==> src/rtl/branch_predictor_table_if.sv <==
// Lookup/update bus between the CPU pipeline and branch_predictor_table.
//   master : CPU side (drives ID lookup and MEM resolution, reads prediction)
//   slave  : predictor side
// Signals:
//   in_addr, offset, branch_decode_sig     -> ID-stage lookup request
//   prediction, branch_addr, pred_index    <- lookup result (combinational)
//   branch_mem_sig, upd_index,
//   actual_branch_decision                 -> MEM-stage training strobe
//   miss_count                             <- saturating misprediction count
interface branch_predictor_table_if #(
  parameter int unsigned IDX_W  = 6,
  parameter int unsigned MISS_W = 16
);
  logic [31:0]       in_addr;
  logic [31:0]       offset;
  logic              branch_decode_sig;
  logic              prediction;
  logic [31:0]       branch_addr;
  logic [IDX_W-1:0]  pred_index;
  logic              branch_mem_sig;
  logic [IDX_W-1:0]  upd_index;
  logic              actual_branch_decision;
  logic [MISS_W-1:0] miss_count;

  modport master (
    output in_addr, offset, branch_decode_sig,
    output branch_mem_sig, upd_index, actual_branch_decision,
    input  prediction, branch_addr, pred_index, miss_count
  );

  modport slave (
    input  in_addr, offset, branch_decode_sig,
    input  branch_mem_sig, upd_index, actual_branch_decision,
    output prediction, branch_addr, pred_index, miss_count
  );
endinterface

==> src/rtl/branch_predictor_table.sv <==
// Table of ENTRIES saturating counters indexed by PC[IDX_W+1:2].
// Lookup in ID is combinational against registered state; training in MEM
// on branch_mem_sig uses only upd_index. A saturating miss counter tracks
// how often the pre-update counter MSB disagreed with the resolved outcome.
// Optional build macro BRANCH_PREDICTOR_GSHARE_EN: XORs a GHR_W-bit global
// history (updated at MEM only) into the lookup index.
// Ports:
//   clk   : system clock
//   reset : asynchronous, active-high; counters -> INIT_STATE, GHR/miss -> 0
//   ce    : clock enable; 0 freezes all state
//   bus   : branch_predictor_table_if.slave (lookup, update, miss_count)
module branch_predictor_table #(
  parameter int unsigned ENTRIES    = 64,
  parameter int unsigned CTR_W      = 2,
  parameter int unsigned INIT_STATE = 1,
  parameter int unsigned MISS_W     = 16,
  parameter int unsigned GHR_W      = 6
) (
  input  logic clk,
  input  logic reset,
  input  logic ce,
  branch_predictor_table_if.slave bus
);
  localparam int unsigned IDX_W = $clog2(ENTRIES);
  localparam logic [CTR_W-1:0]  CTR_MAX  = '1;
  localparam logic [CTR_W-1:0]  CTR_INIT = CTR_W'(INIT_STATE);
  localparam logic [MISS_W-1:0] MISS_MAX = '1;

  if (ENTRIES < 2 || ENTRIES > 1024 || (1 << IDX_W) != ENTRIES) begin : g_bad_entries
    $error("ENTRIES must be a power of two in 2..1024");
  end
  if (CTR_W < 1 || CTR_W > 4 || INIT_STATE >= (1 << CTR_W)) begin : g_bad_ctr
    $error("CTR_W must be 1..4 and INIT_STATE < 2**CTR_W");
  end
  if (GHR_W < 1 || GHR_W > IDX_W) begin : g_bad_ghr
    $error("GHR_W must be 1..IDX_W");
  end

  logic [CTR_W-1:0]  ctr [ENTRIES];
  logic [MISS_W-1:0] miss;
  logic [IDX_W-1:0]  pc_index;
  logic [IDX_W-1:0]  lookup_index;
  logic              do_update;
  logic [CTR_W-1:0]  upd_cur;
  logic [CTR_W-1:0]  upd_next;
  logic              mispredict;

  assign pc_index  = bus.in_addr[IDX_W+1:2];
  assign do_update = ce & bus.branch_mem_sig;

`ifdef BRANCH_PREDICTOR_GSHARE_EN
  logic [GHR_W-1:0] ghr;

  assign lookup_index = pc_index ^ IDX_W'(ghr);

  // History shifts in the resolved outcome at MEM only, never speculatively.
  always_ff @(posedge clk or posedge reset) begin
    if (reset) begin
      ghr <= '0;
    end else if (do_update) begin
      ghr <= GHR_W'({ghr, bus.actual_branch_decision});
    end
  end
`else
  assign lookup_index = pc_index;
`endif

  // Lookup reads registered state only, so a same-cycle update to the same
  // entry is not visible until the next cycle.
  assign bus.pred_index  = lookup_index;
  assign bus.prediction  = bus.branch_decode_sig & ctr[lookup_index][CTR_W-1];
  assign bus.branch_addr = bus.in_addr + bus.offset;
  assign bus.miss_count  = miss;

  always_comb begin
    upd_cur    = ctr[bus.upd_index];
    upd_next   = upd_cur;
    mispredict = upd_cur[CTR_W-1] ^ bus.actual_branch_decision;
    if (bus.actual_branch_decision) begin
      if (upd_cur != CTR_MAX) upd_next = upd_cur + CTR_W'(1);
    end else begin
      if (upd_cur != '0) upd_next = upd_cur - CTR_W'(1);
    end
  end

  // Flop array: async reset clears every entry in one event.
  always_ff @(posedge clk or posedge reset) begin
    if (reset) begin
      for (int unsigned i = 0; i < ENTRIES; i++) begin
        ctr[i] <= CTR_INIT;
      end
    end else if (do_update) begin
      ctr[bus.upd_index] <= upd_next;
    end
  end

  always_ff @(posedge clk or posedge reset) begin
    if (reset) begin
      miss <= '0;
    end else if (do_update && mispredict && miss != MISS_MAX) begin
      miss <= miss + MISS_W'(1);
    end
  end
endmodule

==> src/flat_wrapper.sv <==
// flat-port wrapper written by rule: the top's interface ports become plain ports
module branch_predictor_table_flat 
#(
  parameter int unsigned ENTRIES    = 64,
  parameter int unsigned CTR_W      = 2,
  parameter int unsigned INIT_STATE = 1,
  parameter int unsigned MISS_W     = 16,
  parameter int unsigned GHR_W      = 6
)
  (clk, reset, ce, bus_in_addr, bus_offset, bus_branch_decode_sig, bus_branch_mem_sig, bus_upd_index, bus_actual_branch_decision, bus_prediction, bus_branch_addr, bus_pred_index, bus_miss_count);
  branch_predictor_table_if #(.IDX_W((6)), .MISS_W(MISS_W)) bus_i ();
  input  logic clk;
  input  logic reset;
  input  logic ce;
  input wire logic [$bits(bus_i.in_addr)-1:0] bus_in_addr;
  input wire logic [$bits(bus_i.offset)-1:0] bus_offset;
  input wire logic [$bits(bus_i.branch_decode_sig)-1:0] bus_branch_decode_sig;
  input wire logic [$bits(bus_i.branch_mem_sig)-1:0] bus_branch_mem_sig;
  input wire logic [$bits(bus_i.upd_index)-1:0] bus_upd_index;
  input wire logic [$bits(bus_i.actual_branch_decision)-1:0] bus_actual_branch_decision;
  output wire logic [$bits(bus_i.prediction)-1:0] bus_prediction;
  output wire logic [$bits(bus_i.branch_addr)-1:0] bus_branch_addr;
  output wire logic [$bits(bus_i.pred_index)-1:0] bus_pred_index;
  output wire logic [$bits(bus_i.miss_count)-1:0] bus_miss_count;
  assign bus_i.in_addr = bus_in_addr;
  assign bus_i.offset = bus_offset;
  assign bus_i.branch_decode_sig = bus_branch_decode_sig;
  assign bus_i.branch_mem_sig = bus_branch_mem_sig;
  assign bus_i.upd_index = bus_upd_index;
  assign bus_i.actual_branch_decision = bus_actual_branch_decision;
  assign bus_prediction = bus_i.prediction;
  assign bus_branch_addr = bus_i.branch_addr;
  assign bus_pred_index = bus_i.pred_index;
  assign bus_miss_count = bus_i.miss_count;
  branch_predictor_table #(.ENTRIES(ENTRIES), .CTR_W(CTR_W), .INIT_STATE(INIT_STATE), .MISS_W(MISS_W), .GHR_W(GHR_W)) u_core (.clk(clk), .reset(reset), .ce(ce), .bus(bus_i));
endmodule
==> config.mk <==
export PLATFORM = sky130hd
export DESIGN_NAME = branch_predictor_table_flat
export DESIGN_NICKNAME = d
export VERILOG_FILES = /design/src/rtl/branch_predictor_table_if.sv /design/src/rtl/branch_predictor_table.sv /design/src/flat_wrapper.sv
export SDC_FILE = /design/constraint.sdc
export NUM_CORES = 1
export LEC_CHECK = 0
export CELL_PAD_IN_SITES_DETAIL_PLACEMENT = 1
export CELL_PAD_IN_SITES_GLOBAL_PLACEMENT = 2
export CORE_AREA = 3 3 203 125
export DETAILED_ROUTE_END_ITERATION = 10
export DIE_AREA = 0 0 206 128
export PLACE_DENSITY_LB_ADDON = 0.1
export SYNTH_ARGS = -nofsm -noshare
export SYNTH_HDL_FRONTEND = slang
export SYNTH_SLANG_ARGS = --single-unit
==> constraint.sdc <==
create_clock -name clk -period 13.2 [get_ports clk]
set_input_delay 1.98 -clock clk [delete_from_list [all_inputs] [get_ports clk]]
set_output_delay 1.98 -clock clk [all_outputs]
set_load 0.1 [all_outputs]
==> summary.md <==
The unique cell type count in the Yosys netlist was 53; the number of nets produced by synthesis was 940. The critical path capture point type was an output port. For the cell count after synthesis, the log shows 831. At the worst endpoint, the required time is 11.22 ns. The signed area change from the synthesized netlist to the final layout is 22.2%. The origin of the worst min-delay path is u_core.bus.miss_count[8]. The logs give 0 for the number of antenna violations at the first check in global routing and 9190 µm² for the netlist area before placement.

The logs give 21600 µm for the detailed placement HPWL and 0 for the global-route congestion overflow total. Entering global routing, the biggest net connects 85 pins. The number of enable-type register cells in the synthesized netlist was 0. The flow ran to the end, and the final reports show no timing, DRC or antenna violations. Between clock sinks in the finished design, the worst skew comes to 0.0148 ns. The delay of the slowest cell on the worst path works out to 1.16 ns.

The first global-routing pass estimated 46700 µm of wire. Walking the worst path, the cells encountered are clkdlybuf4s50_1 > ha_1 > o21ai_0 > nor4b_1 > o21ai_0 > nand3_1 > a2111oi_0 > o21ai_0 > a21o_1 > a21oi_1 > xnor2_1 > clkdlybuf4s50_1. The tree is rooted in a sky130_fd_sc_hd__clkbuf_16. Cell type contributing the most total cell area after synthesis: sky130_fd_sc_hd__dfrtp_1.

The tools report the setup TNS after final layout as 0 ns. For this run, the number of Yosys warnings is 0. In this run the post-CTS setup repair buffer count came out at 0. TritonCTS built the clock tree. The final RePlAce weighted congestion was 0.884; the total power of the final layout was 1.54 mW.

The sequential element share of the synthesized area was 0.401; the clock input transition at the sequential cells of the worst setup and hold paths was 0.06 ns. The data arrival at the endpoint of the critical path is 7.00 ns. The placeable core area came out at 23300 µm².

Across the VDD grid, the largest voltage drop is 0.0958 mV. The tightest hold path in the finished design has a slack of 0.502 ns. The startpoint identified for the worst register-to-register timing path is u_core.ctr[65]. The tools report the starting utilization of the core area as 0.393. The design area came out at 11200 µm². Sorting the synthesized cells by area gives the leading types as sky130_fd_sc_hd__dfrtp_1, sky130_fd_sc_hd__dfstp_2, sky130_fd_sc_hd__mux2_2. The critical path is of the input pin to output port type.

The number of top-level design ports was 131; the net total in the final layout was 1044. First-pass iteration count of the detailed router: 4. The filler-free cell count of the finished design was 1263; the number of I/O port buffers was 130.

In the routed layout, each cell is associated on average with a via count of 5.78. Timing would allow up to 111 MHz. The die extent in x works out to 206 µm. In the final routed layout, each cell accounts on average for 24.1 µm. Post-CTS repair changed the size of 0 cells. After clock tree synthesis, the flow added hold-fix buffers numbering 0. The run gives 7694 as the via count of the first global-routing pass. The minimum clock period came out at 8.98 ns. The count of vias placed by the detailed router is 7304. Power spread over the standard cell area amounts to 137 nW/µm².

Counting the buffers created by CTS gives 17. Setup repair after global routing left no endpoint under its margin. For the final hold violation count, the log shows 0. For the number of standard-cell rows in the floorplan, the log shows 43.

The later pin in the worst-skew pair is clocked with a latency of 0.44 ns. The critical path starts at bus_in_addr[3]. The portion of the clock cycle consumed by the worst path in the final layout came out at 0.680.

After the first detailed-routing iteration, the DRC count stood at 473. At the pin with the least slew margin, the transition time is 1.23 ns. The vertical extent of the die was 128 µm. Including well taps, the total number of placed cells is 1231. The fraction of layout cells with a size suffix above 1 came out at 0.283. The post-synthesis average cell area was 11.1 µm²; the count of final setup violators was 0. The share of the synthesized area in the top cell type is 0.218. The maximum net fanout on the critical path was 18; the instance area after placement was 10600 µm². The count of nets left with antenna violations once routing finished came out at 0. Count of maximum capacitance violations: 0. For the number of diodes added for antenna fixing, the log shows 0. Among all flip-flop cells after synthesis, the most frequent one is sky130_fd_sc_hd__dfrtp_1. The fraction of registers with async set or reset after synthesis was 1.00; the count of clock tree sinks was 144. After detailed routing, the number of remaining DRC violations is 0. The path class of the lowest-slack min-delay path is flip-flop to flip-flop.

The relative slew slack is 0.182. The tools report the full die area as 26400 µm². By instance count, the cell type seen most on the critical path is sky130_fd_sc_hd__o21ai_0. The maximum number of buffers from clock root to sink came out at 2. For the final number of max-transition violations, the log shows 0. The largest individual stage delay along the critical path comes from the cell sky130_fd_sc_hd__clkdlybuf4s50_1. The synthesized flop and latch total is 144, and the overall routing resource usage is 0.234. Startpoint type of the worst setup path: an input pin.

Summed over all cells, the static leakage comes to 4.61 nW. The H-tree depth reported by CTS was 4; the total wire length was 30400 µm.
cells in the mapped netlist, types with 13 or more instances:
library cell,number
sky130_fd_sc_hd__mux2_2,131
sky130_fd_sc_hd__nor2_1,86
sky130_fd_sc_hd__dfrtp_1,80
sky130_fd_sc_hd__dfstp_2,64
sky130_fd_sc_hd__a21oi_1,39
sky130_fd_sc_hd__nand2_1,38
sky130_fd_sc_hd__ha_1,32
sky130_fd_sc_hd__xnor2_1,30
sky130_fd_sc_hd__mux4_2,28
sky130_fd_sc_hd__clkbuf_1,22
sky130_fd_sc_hd__a22oi_1,21
sky130_fd_sc_hd__nand4_1,19
sky130_fd_sc_hd__o21ai_0,18
sky130_fd_sc_hd__a21o_1,17
sky130_fd_sc_hd__mux2i_1,15
sky130_fd_sc_hd__nand3_1,14
sky130_fd_sc_hd__xor2_1,13
worst max-delay path: cells and delay by family:
kind / cells / cell delay, ns
XOR/XNOR: 1 / 0.14
buffers and inverters: 2 / 2.13
AND/OR/NAND/NOR: 2 / 0.39
adder cells (fa/ha/maj): 1 / 0.64
AO/OA/AOI/OAI: 6 / 1.70
flip-flops by register name, indices dropped and copies added, names as in the netlist:
name / flops
u_core.bus.miss_count: 16
u_core.ctr: 128
per-stage QoR:
step            util  worst slack, ns
2_1_floorplan      -             5.87
3_3_place_gp   0.455             4.27
3_5_place_dp   0.455             4.19
4_1_cts        0.481             4.15
5_1_grt        0.481             3.88
6_report       0.481             4.22
per-layer routing:
metal / track usage / vias up / wire length (µm)
li1: - / 3289 / -
met4: 0.0490 / 0 / 300
met2: 0.335 / 221 / 13000
met5: 0 / - / 0
met1: 0.354 / 3770 / 15000
met3: 0.0639 / 24 / 2140
path summary, 6_finish.rpt:
path                                                  to  slack [ns]  cells past startpoint
worst max-delay path                 bus_branch_addr[31]        4.22                     12
worst min-delay path            u_core.bus.miss_count[8]        0.50                      1
worst max register to register            u_core.ctr[85]        9.65                      8
worst min register to register  u_core.bus.miss_count[8]        0.50                      1
max in group asynchronous                u_core.ctr[103]        9.67                      3
min in group asynchronous                 u_core.ctr[49]        1.99                      2
final cells by class:
cell class	instances	area, µm²
Sequential cell	144	3680
Tap cell	315	394
Clock buffer	27	493
Clock inverter	5	104
Fill cell	2545	12100
Timing Repair Buffer	136	1340
Multi-Input combinational cell	624	5160
Inverter	12	50.0
report_power, final:
group,total [mW],switching (mW),internal (mW)
sequential,0.529,0.0358,0.493
clock,0.497,0.184,0.313
combinational,0.512,0.358,0.154
cells in the final DEF (no fill, tap or decap), types with 8 or more instances in the layout:
master                            count
sky130_fd_sc_hd__nand3_1             14
sky130_fd_sc_hd__a22oi_1             21
sky130_fd_sc_hd__dfstp_2             64
sky130_fd_sc_hd__a21o_1              17
sky130_fd_sc_hd__mux2i_1             15
sky130_fd_sc_hd__nor2_1              86
sky130_fd_sc_hd__o22ai_1              8
sky130_fd_sc_hd__nand4_1             19
sky130_fd_sc_hd__ha_1                32
sky130_fd_sc_hd__mux4_2              28
sky130_fd_sc_hd__and2_1              10
sky130_fd_sc_hd__clkbuf_16           17
sky130_fd_sc_hd__inv_1               11
sky130_fd_sc_hd__a221oi_1             9
sky130_fd_sc_hd__xnor2_1             30
sky130_fd_sc_hd__o21ai_0             18
sky130_fd_sc_hd__mux2_2             131
sky130_fd_sc_hd__nand2_1             38
sky130_fd_sc_hd__xor2_1              13
sky130_fd_sc_hd__clkdlybuf4s50_1    128
sky130_fd_sc_hd__a21oi_1             39
sky130_fd_sc_hd__dfrtp_1             80
cell families after synthesis:
group,count (synthesis),share of synthesized area
fa+ha+maj,35,0.0482
buf+inv,63,0.0373
mux,176,0.248
flops,144,0.401
compound gates,154,0.112
xor+xnor,43,0.0410
simple gates,216,0.112
Power figures use the tool's default switching activity.
